<file path="src/rtl/iram_bit_ctrl.sv">
// rtl/iram_bit_ctrl.sv - 8051 internal data memory controller: lower/upper RAM and SFR storage, byte and bit access
module iram_bit_ctrl #(
  parameter int         ADDR_WIDTH = 8,
  parameter int         RAM_DEPTH  = 256,
  parameter logic [7:0] BIT_BASE   = 8'h20,
  parameter logic [7:0] SFR_BASE   = 8'h80
) (
  input  logic                  clock,
  input  logic                  reset,
  input  logic                  req,
  output logic                  ready,
  input  logic [ADDR_WIDTH-1:0] addr,
  input  logic                  we,
  input  logic                  is_bit,
  input  logic                  indirect,
  input  logic [7:0]            wdata,
  input  logic                  wbit,
  output logic [7:0]            rdata,
  output logic                  rbit,
  output logic                  rvalid,
  output logic                  err
);

  localparam int RAM_AW = $clog2(RAM_DEPTH);

  typedef enum logic [1:0] {IDLE, BYTE_RD, RMW_RD, RMW_WR} state_t;

  state_t state, state_nxt;

  logic [7:0] ram [RAM_DEPTH];
  logic [7:0] sfr [128];

  logic [7:0] a8;
  logic       dec_sfr;
  logic [7:0] dec_byte;
  logic       illegal;
  logic       accept;

  logic       t_sfr;
  logic [7:0] t_byte;
  logic [2:0] t_bit;
  logic       t_isbit;
  logic       t_wbit;
  logic [7:0] temp;
  logic [7:0] merged;
  logic [7:0] rd_byte;

  logic       mem_we;
  logic       mem_sfr;
  logic [7:0] mem_byte;
  logic [7:0] mem_data;

  assign a8     = addr[7:0];
  assign ready  = (state == IDLE);
  assign accept = ready & req;

  // Bit addresses below 0x80 hit the 16-byte bit region; above, only 8-aligned SFRs.
  always_comb begin
    dec_sfr  = 1'b0;
    dec_byte = a8;
    if (is_bit) begin
      if (a8[7]) begin
        dec_sfr  = 1'b1;
        dec_byte = {a8[7:3], 3'b000};
      end else begin
        dec_byte = BIT_BASE + {4'b0000, a8[6:3]};
      end
    end else if (!indirect && (a8 >= SFR_BASE)) begin
      dec_sfr = 1'b1;
    end
  end

  assign illegal = indirect & (is_bit | (32'(addr) >= 32'(RAM_DEPTH)));

  assign rd_byte = t_sfr ? sfr[7'(t_byte - SFR_BASE)] : ram[RAM_AW'(t_byte)];

  always_comb begin
    merged        = temp;
    merged[t_bit] = t_wbit;
  end

  always_ff @(posedge clock or negedge reset) begin
    if (!reset) begin
      state <= IDLE;
    end else begin
      state <= state_nxt;
    end
  end

  always_comb begin
    state_nxt = state;
    mem_we    = 1'b0;
    mem_sfr   = t_sfr;
    mem_byte  = t_byte;
    mem_data  = merged;
    case (state)
      IDLE: begin
        if (req && !illegal) begin
          if (we && !is_bit) begin
            mem_we   = 1'b1;
            mem_sfr  = dec_sfr;
            mem_byte = dec_byte;
            mem_data = wdata;
          end else if (we) begin
            state_nxt = RMW_RD;
          end else begin
            state_nxt = BYTE_RD;
          end
        end
      end
      BYTE_RD: state_nxt = IDLE;
      RMW_RD:  state_nxt = RMW_WR;
      RMW_WR: begin
        mem_we    = 1'b1;
        state_nxt = IDLE;
      end
      default: state_nxt = IDLE;
    endcase
  end

  always_ff @(posedge clock or negedge reset) begin
    if (!reset) begin
      rdata   <= 8'h00;
      rbit    <= 1'b0;
      rvalid  <= 1'b0;
      err     <= 1'b0;
      t_sfr   <= 1'b0;
      t_byte  <= 8'h00;
      t_bit   <= 3'd0;
      t_isbit <= 1'b0;
      t_wbit  <= 1'b0;
      temp    <= 8'h00;
    end else begin
      rvalid <= 1'b0;
      err    <= 1'b0;
      if (accept) begin
        if (illegal) begin
          err <= 1'b1;
        end else begin
          t_sfr   <= dec_sfr;
          t_byte  <= dec_byte;
          t_bit   <= a8[2:0];
          t_isbit <= is_bit;
          t_wbit  <= wbit;
        end
      end
      if (state == BYTE_RD) begin
        rvalid <= 1'b1;
        if (t_isbit) begin
          rbit <= rd_byte[t_bit];
        end else begin
          rdata <= rd_byte;
        end
      end
      if (state == RMW_RD) begin
        temp <= rd_byte;
      end
    end
  end

  // Storage has no reset: contents survive a reset pulse.
  always_ff @(posedge clock) begin
    if (mem_we) begin
      if (mem_sfr) begin
        sfr[7'(mem_byte - SFR_BASE)] <= mem_data;
      end else begin
        ram[RAM_AW'(mem_byte)] <= mem_data;
      end
    end
  end

endmodule

</file>
<file path="config.mk">
export PLATFORM = sky130hd
export DESIGN_NAME = iram_bit_ctrl
export DESIGN_NICKNAME = d
export VERILOG_FILES = /design/src/rtl/iram_bit_ctrl.sv
export SDC_FILE = /design/constraint.sdc
export NUM_CORES = 2
export LEC_CHECK = 0
export CAP_MARGIN = 15
export CORE_ASPECT_RATIO = 2
export CORE_MARGIN = 2
export CORE_UTILIZATION = 35
export CTS_CLUSTER_SIZE = 20
export DETAILED_ROUTE_END_ITERATION = 7
export GPL_TIMING_DRIVEN = 0
export MAX_ROUTING_LAYER = met4
export PLACE_DENSITY = 0.49
export SYNTH_ARGS = -nofsm -noshare
export SYNTH_HDL_FRONTEND = slang
export SYNTH_SLANG_ARGS = --single-unit
</file>
<file path="constraint.sdc">
create_clock -name clock -period 44.5 [get_ports clock]
set_input_delay 11.125 -clock clock [delete_from_list [all_inputs] [get_ports clock]]
set_output_delay 11.125 -clock clock [all_outputs]
set_load 0.05 [all_outputs]
</file>
### Word level (Yosys, flattened, before mapping)

Memories as Yosys holds them, arrays and structs flattened.
Index checks and enable logic that the tools add are counted.

* bitwise logic cells: 4
* equality and inequality tests: 5
* muxes and demuxes: 36
* add/sub/neg operators: 3
* $lt $le $gt $ge: 3
* reduce and logical (&&, ||, !) cells: 13

Operator list (count)
* $mux 8: 9
* $mux 1: 19
* $sub 7x1->7 const B: 2
* $bwmux 8: 1
* $ge 8x8->1 const B: 1
* $reduce_and 2->1: 4
* $add 6x4->7 const A: 1
* $mux 2: 3
* $pmux 2 s3: 1
* $eq 2x2->1 const B: 2
* $logic_and 1x1->1: 4
* $lt 3x4->1 const B: 1
* $bmux 1 s3: 1
* $demux 1 s3: 1
* $ge 3x1->1 const B: 1
* $logic_not 1->1: 3
* $and 1x1->1: 2
* $eq 2x1->1 const B: 1
* $logic_not 2->1: 1
* $ne 2x1->1 const B: 1
* $ne 2x2->1 const B: 1
* $not 1->1: 2
* $pmux 1 s2: 1
* $reduce_or 2->1: 1

* output and inout bits: 12
* memories kept: 2
* logic and storage cells: 77
* memory bits (writable): 3072
* bits of input ports: 23
* flip-flop bits (word level): 35

Memories
* ram: words 256, bits a word 8, rd ports 1, clocked after Yosys merged registers in 0, write ports 1, line 30 `logic [7:0] ram [RAM_DEPTH];`
* sfr: words 128, bits a word 8, rd ports 1, clocked after Yosys merged registers in 0, write ports 1, line 31 `logic [7:0] sfr [128];`

### Longest topological paths before layout

* depth after elaboration: 10
* depth in mapped cells: 16
* depth with buffers taken out: 11

### Worst setup path after synthesis

No wires, ideal clock.

* kind: input to register
* start: input port is_bit
* end: memory ram[0][4] (data pin)
* setup time: 3.178 ns
* path buffers: 3
* arrival: 26.837 ns
* stages: 6
* slack: 14.485 ns
* data required time: 41.322 ns
* cell sequence: clkbuf_1 -> nand2b_1 -> nor2_1 -> clkbuf_1 -> clkbuf_1 -> o21ai_0

* word-level cells in the longest chain between the ends: 5
* elaborated cells between the ends (all ways): 8
* those cells by class: 3 x mux; 1 x bitwise; 4 x reduce/logical

RTL lines
* from (decl): line 14 `input logic is_bit,`
* $logic_not 1->1 / $and 1x1->1 (equally long branches): line 99, 73
* $logic_and 1x1->1 / $logic_not 1->1 (equally long branches): line 99, 98
* $mux 8 / $logic_and 1x1->1 (equally long branches): line 99, 98
* $mux 8 (*): line 98 `if (req && !illegal) begin`
* $mux 8 (*): line 96 `case (state)`
* named net mem_data[4]: line 51 `logic [7:0] mem_data;`
* to (decl): line 30

Mark *: on every way through the listed nets, which the timed path passes. The rest lies on a longest branch.

### Worst setup path after layout

* start: input port req
* end: memory ram[202][2] (enable)

* word-level cells in the longest chain between the ends: 6
* elaborated cells between the ends (all ways): 10
* those cells by class: 9 x mux; 1 x reduce/logical

RTL lines
* from (decl): line 10 `input logic req,`
* $logic_and 1x1->1 (*): line 98
* $mux 1: line 98
* $mux 1: line 96
* $mux 1: line 164 `if (mem_sfr) begin`
* $mux 1: line 163 `if (mem_we) begin`
* $mux 1 (not written as such): line 167 `ram[RAM_AW'(mem_byte)] <= mem_data;`

Every way passes the cells marked *; elsewhere a longest branch is shown, timed or not.

==> flow_summary.yaml <==
run_status:
  status: "completed"
sta:
  rsz0062_at_grt: "false"
  setup_viol: 0
  min_period_over_period_pct: 36.3
  slew_violations: 0
  setup_ws_ps: 28330
  max_freq_mhz: 61.8
  hold_ws_ps: 480
  clock_skew_ps: 52.6
  maxSlewHeadroom_pct: 4.66
  final_hold_viol_count: 0
  tns_ps: 0
  tightestPinTransition_ps: 1420
  period_minus_slack_ps: 16170
synth:
  muxShareOfSynthArea_pct: 15.0
  ys_top_cells_by_count: "edfxtp_1 (3072), mux4_2 (582), nor2_1 (465), mux2i_1 (353), nand2_1 (202)"
  synthSimpleGateAreaFrac_pct: 3.34
  synth_edf_count: 3072
  yosysWarnings: 0
  synth_fa_ha_area_share_pct: 0.0410
  synth.area.top_cells: "edfxtp_1 (76%), mux4_2 (11%), mux2i_1 (2.9%)"
  yosys.cell_count.top_type: "edfxtp_1"
  ys_ff_latch: 3107
  synth_area_mm2: 0.122
  synth_top_area_share_pct: 75.6
  yosysSeqAreaShare_pct: 76.3
  synth_top_family_by_area: "multiplexers"
  synth-compound-area-share_pct: 3.36
  yosys.cell_types.count: 75
  ys.flop_type: "edfxtp_1"
  netlist_instances: 6013
  yosys.area_share.xor_xnor_pct: 0
  synth_area_leader_cell: "edfxtp_1"
  async_flop_share_pct: 1.13
  avgSynthCellArea_um2: 20.3
  syn-num-nets: 6040
clock_network:
  root_buffer: "clkbuf_16"
  cts_tree: "yes"
  cts_setup_buffers: 0
  cts_max_level: 5
  cts.path.max_buffers: 4
  clk_pin_slew_ps: 60
  holdBufCountCts: 0
  cts_made_buffers: 302
  cts_resized: 0
  clk_latency_ps: 1010
  numClockSinks: 3107
global_routing:
  grt_pass1_vias: 70889
  track_usage_pct: 43.6
  grt_max_degree: 44
  antenna_found_initial: 134
  grt_pass1_wl_um: 911000
  grt_overflow: 0
setup_path:
  rr_startpoint: "t_byte[2]"
  crit_fanout: 11
  reg2regPathDepth: 13
  critical_path_class: "primary input to register"
  r2r_setup_slack_ps: 34970
  crit_path_end_kind: "register"
  critPathLaunchType: "primary input"
  r2r-end: "ram[191][2]"
  worstPathRequired_ps: 45080
  cp_data_arrival_time_ps: 16750
power:
  ir_worst_vdd_uv: 46.7
  p_leak_nw: 44.4
  p_per_area_mw_per_mm2: 87.5
drt:
  dr_wl_met2_um: 350000
  antenna_left: 0
  wl_met1_um: 231000
  vias_per_cell: 6.57
  wl_um: 757000
  drt-initial-drc-count: 13361
  dr.pass1.iters: 8
  wl_per_cell_um: 64.9
  wl_met3_um: 65500
  drc: 0
  vias: 76650
  top_layer: "met4"
floorplan:
  rows: 306
  die_w_um: 421
  initial_core_util_pct: 35.2
  die-area_mm2: 0.354
  coreArea_mm2: 0.347
  die_y_um: 839
  io-pin-count: 35
placed_design:
  gp_congestion: 1.08
  dp_slack_ps: 27600
  place.port_buffers: 33
  dp_hpwl_um: 556000
layout:
  fillers: 30989
  finalNetCount: 6648
  drive_above_1_share_pct: 24.9
  area_delta_synth_final_pct: 17.7
min_path:
  hold_depth: 2
  min-delay-start: "rdata[2]"
  hold_path.class: "register to register"
  whs_endpoint: "rdata[2]"
flow_run:
  max_cap_violations: 0
## power breakdown
part	switching, mW	internal, mW	total, mW
Sequential	0.0204	3.83	3.85
Combinational	4.70	1.38	6.09
Clock	1.21	1.43	2.63
## state kept, by name, indices dropped and copies added, names as in the netlist
register / cells
err: 1
ram: 2048
rbit: 1
rdata: 8
rvalid: 1
sfr: 1024
state: 2
t_bit: 3
t_byte: 8
t_isbit: 1
t_sfr: 1
t_wbit: 1
temp: 8
## per-stage QoR
| step | total power [mW] | cells | area, um2 | util, % |
|---|---|---|---|---|
| after floorplan | 6.46 | 6013 | 122000 | - |
| after global placement | 10.8 | 10666 | 128000 | 36.9 |
| after detailed placement | 9.68 | 10929 | 134000 | 38.5 |
| after CTS | 12.2 | 11463 | 143000 | 41.2 |
| after global routing | 12.4 | 11597 | 143000 | 41.4 |
| final | 12.6 | 11670 | 144000 | 41.4 |
## logic make-up after synthesis
| kind of cell | after synthesis |
|---|---|
| AO/OA/AOI/OAI | 576 |
| flip-flops | 3107 |
| AND/OR/NAND/NOR | 940 |
| multiplexers | 1016 |
| buffers and inverters | 370 |
| adder cells (fa/ha/maj) | 4 |
## critical path, stage by stage
cell and delay (ps):
clkdlybuf4s50_1 450, nand2_1 180, or2_2 140, clkbuf_1 310, clkbuf_1 560, o21ai_1 360
nor3_1 880, nand2_1 680, clkbuf_2 730, nor2_1 1230
## placed cells by master (no fill, tap or decap), types with 19 or more instances in the layout
master / instances
edfxtp_1: 3072
mux4_2: 582
nor2_1: 420
mux2i_1: 352
clkbuf_16: 309
nand2_1: 201
diode_2: 199
buf_12: 135
a22oi_1: 118
buf_2: 96
clkbuf_1: 95
buf_4: 88
a21oi_1: 83
clkbuf_2: 79
nand3_1: 79
o22ai_1: 78
buf_6: 76
nor3_1: 63
o221ai_1: 61
clkinv_1: 59
mux4_1: 53
buf_8: 52
buf_16: 51
clkinv_2: 50
o21ai_0: 45
nor2_2: 42
dfrtp_1: 35
clkdlybuf4s50_1: 32
mux2_2: 28
bufinv_16: 25
nor2b_1: 21
a31oi_1: 20
nand4_1: 20
clkinvlp_4: 20
a221oi_1: 19
a211oi_1: 19
## layout make-up
class / instances / area (um2) / share of cell area (%)
flip-flops and latches: 3107 / 93100 / 64.8
clock inverters: 171 / 1550 / 1.08
multi-input cells: 2536 / 26900 / 18.7
repair buffers: 304 / 5420 / 3.77
plain buffers: 354 / 2360 / 1.65
clock buffers: 363 / 7960 / 5.54
inverters: 16 / 60.1 / 0.0418
diodes: 199 / 498 / 0.347
well taps: 4620 / 5780 / 4.02
## layer usage
| metal | global-route usage (%) | up-vias |
|---|---|---|
| met3 | 11.4 | 2413 |
| li1 | - | 26431 |
| met4 | 49.9 | 0 |
| met1 | 42.2 | 41516 |
| met5 | - | - |
| met2 | 66.7 | 6290 |
## worst max-delay path by stage
stage | from | endpoint | slack (ps) | cells past startpoint
3_3_place_gp | req | sfr[114][3] | -10630 | 5
4_1_cts | req | ram[197][1] | 28650 | 10
6_report | req | ram[202][2] | 28330 | 10
5_1_grt | req | sfr[76][0] | 28560 | 10
2_1_floorplan | is_bit | ram[0][4] | 14480 | 6
3_5_place_dp | req | ram[197][4] | 27600 | 10
(Power assumes the default switching activity.)
